[src/rtl/bscan_scan_master.sv]
// bscan_scan_master
// Drives one complete BSCAN DR scan into a reconfigurable partition's slave
// port for each accepted request. The sequence is select, capture, shift
// DATA_W bits LSB-first, then update. On-chip self-test uses it to read and
// write a slave's user register without a JTAG cable.
//
// Ports:
//   clk, reset_n        system clock, asynchronous active-low reset
//   start, wr_data      scan request and the value to shift out on tdi
//   busy, done, rd_data scan in progress, one-cycle completion pulse,
//                       captured tdo bits (held until the next completed scan)
//   M_BSCAN_*           master side of the BSCAN bundle; tms, runtest, reset
//                       and bscanid_en are tied low
//
// Timing: one TCK period is 2*DIV clk cycles. tck is low for the first DIV
// cycles of a period and high for the last DIV. The strobes and tdi change
// only at period boundaries, so they always move while tck is low.

module bscan_scan_master #(
   parameter int DATA_W = 32,
   parameter int DIV    = 4
) (
   input  logic              clk,
   input  logic              reset_n,
   input  logic              start,
   input  logic [DATA_W-1:0] wr_data,
   output logic              busy,
   output logic              done,
   output logic [DATA_W-1:0] rd_data,
   output logic              M_BSCAN_drck,
   output logic              M_BSCAN_tck,
   output logic              M_BSCAN_sel,
   output logic              M_BSCAN_capture,
   output logic              M_BSCAN_shift,
   output logic              M_BSCAN_update,
   output logic              M_BSCAN_tdi,
   input  logic              M_BSCAN_tdo,
   output logic              M_BSCAN_tms,
   output logic              M_BSCAN_runtest,
   output logic              M_BSCAN_reset,
   output logic              M_BSCAN_bscanid_en
);

   localparam int CW = $clog2(2 * DIV);
   localparam int BW = (DATA_W > 1) ? $clog2(DATA_W) : 1;
   localparam logic [CW-1:0] HALF  = CW'(DIV);
   localparam logic [CW-1:0] LAST  = CW'(2 * DIV - 1);
   localparam logic [BW-1:0] BLAST = BW'(DATA_W - 1);

   typedef enum logic [2:0] {IDLE, SELECT, CAPTURE, SHIFT, UPDATE} state_t;

   state_t            state, state_nx;
   logic [CW-1:0]     cyc, cyc_nx;
   logic [BW-1:0]     bit_cnt, bit_nx;
   logic [DATA_W-1:0] wr_latch, shreg;
   logic              period_end, finish, accept;

   assign M_BSCAN_tms        = 1'b0;
   assign M_BSCAN_runtest    = 1'b0;
   assign M_BSCAN_reset      = 1'b0;
   assign M_BSCAN_bscanid_en = 1'b0;

   // State register.
   always_ff @(posedge clk or negedge reset_n) begin
      if (!reset_n) begin
         state   <= IDLE;
         cyc     <= '0;
         bit_cnt <= '0;
      end else begin
         state   <= state_nx;
         cyc     <= cyc_nx;
         bit_cnt <= bit_nx;
      end
   end

   // Next-state logic. cyc counts clk cycles inside one TCK period, and every
   // state except IDLE lasts whole periods. A start seen in the last UPDATE
   // cycle is accepted immediately, so the next SELECT follows the done cycle
   // with no idle gap.
   always_comb begin
      state_nx   = state;
      cyc_nx     = cyc;
      bit_nx     = bit_cnt;
      finish     = 1'b0;
      accept     = 1'b0;
      period_end = (cyc == LAST);
      case (state)
         IDLE: begin
            cyc_nx = '0;
            bit_nx = '0;
            if (start) begin
               accept   = 1'b1;
               state_nx = SELECT;
            end
         end
         default: begin
            cyc_nx = period_end ? '0 : cyc + 1'b1;
            if (period_end) begin
               case (state)
                  SELECT:  state_nx = CAPTURE;
                  CAPTURE: state_nx = SHIFT;
                  SHIFT: begin
                     if (bit_cnt == BLAST) state_nx = UPDATE;
                     else                  bit_nx   = bit_cnt + 1'b1;
                  end
                  UPDATE: begin
                     finish = 1'b1;
                     bit_nx = '0;
                     if (start) begin
                        accept   = 1'b1;
                        state_nx = SELECT;
                     end else begin
                        state_nx = IDLE;
                     end
                  end
                  default: state_nx = IDLE;
               endcase
            end
         end
      endcase
   end

   // Datapath and output registers. Each output is computed from the next
   // state, so the pins come straight from flops and cannot glitch. tdo is
   // sampled on the edge where tck rises, which is when cyc moves to HALF.
   always_ff @(posedge clk or negedge reset_n) begin
      if (!reset_n) begin
         wr_latch        <= '0;
         shreg           <= '0;
         rd_data         <= '0;
         busy            <= 1'b0;
         done            <= 1'b0;
         M_BSCAN_tck     <= 1'b0;
         M_BSCAN_drck    <= 1'b0;
         M_BSCAN_sel     <= 1'b0;
         M_BSCAN_capture <= 1'b0;
         M_BSCAN_shift   <= 1'b0;
         M_BSCAN_update  <= 1'b0;
         M_BSCAN_tdi     <= 1'b0;
      end else begin
         if (accept) wr_latch <= wr_data;
         if (state == SHIFT && cyc_nx == HALF) shreg[bit_cnt] <= M_BSCAN_tdo;
         if (finish) rd_data <= shreg;
         done            <= finish;
         busy            <= (state_nx != IDLE);
         M_BSCAN_tck     <= (state_nx != IDLE) && (cyc_nx >= HALF);
         M_BSCAN_drck    <= (state_nx == CAPTURE || state_nx == SHIFT) && (cyc_nx >= HALF);
         M_BSCAN_sel     <= (state_nx != IDLE);
         M_BSCAN_capture <= (state_nx == CAPTURE);
         M_BSCAN_shift   <= (state_nx == SHIFT);
         M_BSCAN_update  <= (state_nx == UPDATE);
         M_BSCAN_tdi     <= (state_nx == SHIFT) ? wr_latch[bit_nx] : 1'b0;
      end
   end

endmodule

[config.mk]
export PLATFORM = sky130hd
export DESIGN_NAME = bscan_scan_master
export DESIGN_NICKNAME = d
export VERILOG_FILES = /design/src/rtl/bscan_scan_master.sv
export SDC_FILE = /design/constraint.sdc
export NUM_CORES = 1
export LEC_CHECK = 0
export BUFFER_PORTS_ARGS = -buffer_cell sky130_fd_sc_hd__buf_2
export CAP_MARGIN = 30
export CORE_UTILIZATION = 63
export CTS_BUF_LIST = sky130_fd_sc_hd__clkbuf_8
export DETAILED_ROUTE_END_ITERATION = 10
export PLACE_DENSITY = 0.95
export SYNTH_ARGS = -nofsm -noshare
export SYNTH_HDL_FRONTEND = slang
export SYNTH_SLANG_ARGS = --single-unit
export TNS_END_PERCENT = 1
[constraint.sdc]
create_clock -name clk -period 7.4 [get_ports clk]
set_clock_uncertainty 0.05 [all_clocks]
set_input_delay 1.48 -clock clk [delete_from_list [all_inputs] [get_ports clk]]
set_output_delay 1.48 -clock clk [all_outputs]
set_load 0.01 [all_outputs]
# ---- Yosys cells after proc, flatten, opt, wreduce, memory -nomap -nowiden
# Index checks and enable logic that the tools add are counted.
dict set report classes {
  add_sub_neg 2
  magnitude_cmp 4
  n_eq_ne 10
  mux 25
  reduce_logical 7
}
# operator count
set op_table {}
lappend op_table {{$bwmux 32} 1}
lappend op_table {{$mux 3} 6}
lappend op_table {{$mux 5} 3}
lappend op_table {{$eq 3x2->1 const B} 4}
lappend op_table {{$eq 3x3->1 const B} 4}
lappend op_table {{$lt 5x6->1 const B} 2}
lappend op_table {{$pmux 3 s4} 1}
lappend op_table {{$mux 1} 11}
lappend op_table {{$pmux 5 s2} 1}
lappend op_table {{$add 5x1->5 const B} 1}
lappend op_table {{$bmux 1 s5} 1}
lappend op_table {{$demux 1 s5} 1}
lappend op_table {{$eq 5x5->1 const B} 1}
lappend op_table {{$ge 5x1->1 const B} 1}
lappend op_table {{$logic_and 1x1->1} 4}
lappend op_table {{$add 3x1->3 const B} 1}
lappend op_table {{$eq 3x1->1 const B} 1}
lappend op_table {{$ge 3x3->1 const B} 1}
lappend op_table {{$logic_not 3->1} 1}
lappend op_table {{$reduce_bool 3->1} 1}
lappend op_table {{$logic_or 1x1->1} 1}
dict set report totals {
  register_bits 115
  inputBits 36
  output_inout_bits 45
  wordCells 62
}

# ---- Logic depth before layout (Yosys ltp)
dict set report depth {
  ltp_word 8
  depth_mapped 12
  mapped_depth_nobuf 10
}

# ---- Worst setup path after synthesis
# Ideal clock, no wire load.
dict set report synth_path {
  path_type {register -> register}
  startpoint {register cyc[0]}
  endpoint {register M_BSCAN_tdi}
  setup_ns 0.143
  t_arrival_ns 2.782
  required_time_ns 7.207
  setup_slack_ns 4.426
  stages_incl_launch_ff 13
  n_path_buf 2
  period_less_slack_ns 2.974
  cell_sequence {dfrtp_1 -> ha_1 -> ha_1 -> buf_4 -> and4b_2 -> and4_4 -> or3_1 -> buf_6 -> inv_8 -> mux4_2 -> a22o_1 -> nor3_2 -> nor4b_2}
}
dict set report synth_via {
  elab_chain_cells 6
  elab_cells_between_ends 9
  cone_classes {2 x eq/ne; 7 x mux}
}
# item line_no
set synth_lines {}
lappend synth_lines {{from (decl)} 53} ;# logic [CW-1:0] cyc, cyc_nx;
lappend synth_lines {{from (signal assigned)} 71} ;# cyc <= cyc_nx;
lappend synth_lines {{$eq 3x3->1} 86} ;# period_end = (cyc == LAST);
lappend synth_lines {{$mux 5} 98} ;# if (period_end) begin
lappend synth_lines {{$mux 5} 87} ;# case (state)
lappend synth_lines {{via bit_nx[3]} 54} ;# logic [BW-1:0] bit_cnt, bit_nx;
lappend synth_lines {{$bmux 1 s5} 152} ;# M_BSCAN_tdi <= (state_nx == SHIFT) ? wr_latch[bit_nx] : 1'b0;
lappend synth_lines {{$mux 1 (implied by the code)} 152}
lappend synth_lines {{$mux 1} 152}
lappend synth_lines {{to (signal assigned)} 152}
lappend synth_lines {{to (decl)} 36} ;# output logic M_BSCAN_tdi,
# The timed path passes the listed nets, and every way through them passes these cells. The select of a mux whose other input is x is not followed.
# A chain may end at the register's enable or synchronous reset.

# ---- Worst setup path after layout
dict set report layout_path {
  startpoint {register cyc[0]}
  endpoint {register M_BSCAN_tdi}
}
dict set report layout_via {
  elab_chain_cells 6
  elab_cells_between_ends 9
  cone_classes {2 x eq/ne; 7 x mux}
}
# item line_no
set layout_lines {}
lappend layout_lines {{$eq 3x3->1 *} 86}
lappend layout_lines {{$mux 5} 98}
lappend layout_lines {{$mux 5} 87}
lappend layout_lines {{$bmux 1 s5} 152}
lappend layout_lines {{$mux 1 (implied by the code)} 152}
lappend layout_lines {{$mux 1 *} 152}
# Every way passes the cells marked *; elsewhere a longest branch is shown, timed or not. The select of a mux whose other input is x is not followed.

==> flow_summary.ini <==
[outcome]
status = completed

[timing]
max_freq_mhz = 278
fin_crit_sh_pct = 48.6
hold_viol_final = 0
max_slew_margin_pct = 45.8
post-route-min-period_ns = 3.60
maxSlewViolCount = 0
fin_tns_setup_ns = 0
hold_ws_ns = 0.401
setup_viol = 0
tightest_slew_ns = 0.814
rsz0062_at_grt = no

[logic_synthesis]
yosysSeqAreaShare_pct = 55.7
synth_area_sq_mm = 0.00517
ys_top_cells_by_area = dfrtp_1 (56%), mux2_2 (14%), nand2_1 (8.4%), nor2_1 (3.0%), ha_1 (1.5%)
synth_warnings = 0
synthFlopType = dfrtp_1
netlist_instances = 472
post_synth_num_cell_types = 54
ys_ff_latch = 115
yosysTopAreaCellShare_pct = 55.7
synth.largest_area_cell = dfrtp_1
async_reset_ff_share_pct = 100
synth-edff-count = 0
avgSynthCellArea_sq_um = 10.9

[worst_setup_path]
cp-start-kind = flop
critPathArrivalTime_ns = 3.85
crit_required_ns = 7.65
end_kind = flop
crit_type = flop to flop
crit_fanout = 35

[placed_design]
gp_congestion = 0.866
port_buffers = 76
placed_area_sq_mm = 0.00556
hpwlAfterDp_microns = 7160

[pwr]
p_int_mw = 1.38
clkPwrFrac_pct = 32.7
power.total_mw = 2.02
p_sw_uw = 638
p_seq_share_pct = 43.7
combPwrFrac_pct = 23.6
p_leak_nw = 3.12
power_density_mw_per_mm2 = 336
peakVddDrop_v = 0.000236
p_sw_share_pct = 31.7

[floorplanning]
start_util_pct = 65.8
die_y_microns = 92.6
core-area_sq_mm = 0.00785
fp.dieW_microns = 92.6
die_area_sq_mm = 0.00857
rows = 32
io_pins = 81

[layout]
syn_to_final_growth_pct = 16.3
layout-drive-gt1-share_pct = 34.1
layout_commonest_cell = nand2_1
nNetsFinal = 586
final_cell_mix = nand2_1 (116), dfrtp_1 (115), buf_2 (75), mux2_2 (66), nor2_1 (41)
fin_area_sq_mm = 0.00601
fillerInstances = 502
n_antenna_cell = 0

[grt]
grt_start_max_net_pins = 68
track_usage_pct = 28.8
grt_pass1_wl_microns = 18600
grt_overflow = 0
grt_pass1_vias = 3980
antenna_found_initial = 0

[clock_network]
cts.reportedPaths.clkPinSlew_ns = 0.07
cts_num_sinks = 115
cts.htree.levels = 4
post_cts_buffers = 0
clock_latency_ns = 0.44
cts_resized = 0
cts_buffers = 17
cts_hold_buffers = 0
cts_tree = yes
clockRootBuffer = clkbuf_8
cts.path.max_buffers = 2

[detailed_routing]
wire_per_inst_microns = 17.0
drc = 0
vias_per_cell = 5.79
drt_iter0_drc = 252
vias = 3815
routed_wl_microns = 11200
antenna_left = 0
first_pass_iters = 5

[job]
drv_cap = 0

[min_path]
hold_class = flop to flop
cell families after synthesis:
logic type	after synthesis	share of synthesized area, %
other	1	0.0726
AO/OA/AOI/OAI	39	5.69
multiplexers	71	15.8
flip-flops	115	55.7
AND/OR/NAND/NOR	201	17.4
adder cells (fa/ha/maj)	6	1.45
buffers and inverters	39	3.90
state kept, by name (all words and copies together) (netlist names):
signal	cells
M_BSCAN_update	1
rd_data	32
M_BSCAN_capture	1
bit_cnt	5
M_BSCAN_drck	1
done	1
M_BSCAN_sel	1
M_BSCAN_shift	1
shreg	32
wr_latch	32
state	3
M_BSCAN_tck	1
cyc	3
M_BSCAN_tdi	1
cell type report:
class / instances / area, sq um / area share, %
Sequential cell: 115 / 2880 / 47.9
Timing Repair Buffer: 79 / 405 / 6.75
Inverter: 10 / 45.0 / 0.750
Multi-Input combinational cell: 321 / 2100 / 34.9
Tap cell: 102 / 128 / 2.12
Clock inverter: 15 / 219 / 3.64
Clock buffer: 17 / 234 / 3.89
power groups by stage:
stage | Clock [mW] | Sequential [mW] | Combinational [mW]
global route | 0.697 | 0.896 | 0.524
CTS | 0.662 | 0.877 | 0.476
global placement | 0 | 0.876 | 0.447
finish | 0.660 | 0.882 | 0.476
floorplan | 0 | 0.838 | 0.388
detailed placement | 0 | 0.888 | 0.471
final timing paths:
kind                       slack [ns]        startpoint  cells past startpoint                 endpoint
min in group asynchronous        0.99           reset_n                      1  rd_data[24]$_DFFE_PN0P_
hold reg to reg                  0.40  cyc[0]$_DFF_PN0_                      1         cyc[0]$_DFF_PN0_
hold / removal                   0.40  cyc[0]$_DFF_PN0_                      1         cyc[0]$_DFF_PN0_
setup / recovery                 3.80  cyc[0]$_DFF_PN0_                     11    M_BSCAN_tdi$_DFF_PN0_
max in group asynchronous        5.03           reset_n                      2     shreg[5]$_DFFE_PN0P_
setup reg to reg                 3.80  cyc[0]$_DFF_PN0_                     11    M_BSCAN_tdi$_DFF_PN0_
worst max-delay path: stages (launching register included):
cell       delay [ns]
dfrtp_1          0.35
ha_1             0.15
ha_1             0.37
nand4bb_1        0.15
buf_4            0.26
inv_2            0.49
a211oi_1         0.14
o21ai_1          0.58
mux4_2           0.41
a22o_1           0.26
nor3_2           0.19
nor4b_2          0.07
stage by stage:
step	setup WS (ns)	std cells	utilization (%)
after CTS	3.83	659	76.6
after global routing	3.59	659	76.6
after floorplan	4.43	475	-
after detailed placement	3.90	627	70.8
final	3.80	659	76.6
after global placement	4.09	627	70.8
Yosys cell counts, drive strengths merged (2+ instances only):
| master | instances |
|---|---|
| mux2 | 66 |
| and2 | 3 |
| a311oi | 5 |
| a2111oi | 2 |
| nand3 | 6 |
| a221oi | 4 |
| a211oi | 4 |
| buf | 15 |
| nor2 | 41 |
| mux2i | 3 |
| dfrtp | 115 |
| mux4 | 2 |
| inv | 10 |
| clkbuf | 14 |
| ha | 6 |
| a311o | 2 |
| or3b | 2 |
| and4 | 2 |
| nand3b | 3 |
| or3 | 4 |
| a21oi | 9 |
| and3 | 7 |
| o21ai | 2 |
| nor3 | 8 |
| o211ai | 2 |
| nand2 | 116 |
per-layer routing:
layer	vias up	wire length, microns	track usage [%]
met3	41	604	8.13
li1	1762	-	-
met5	-	0	0
met2	164	5750	47.1
met1	1848	4450	34.0
met4	0	392	16.4
No activity file was read; power rests on OpenSTA's default activity.
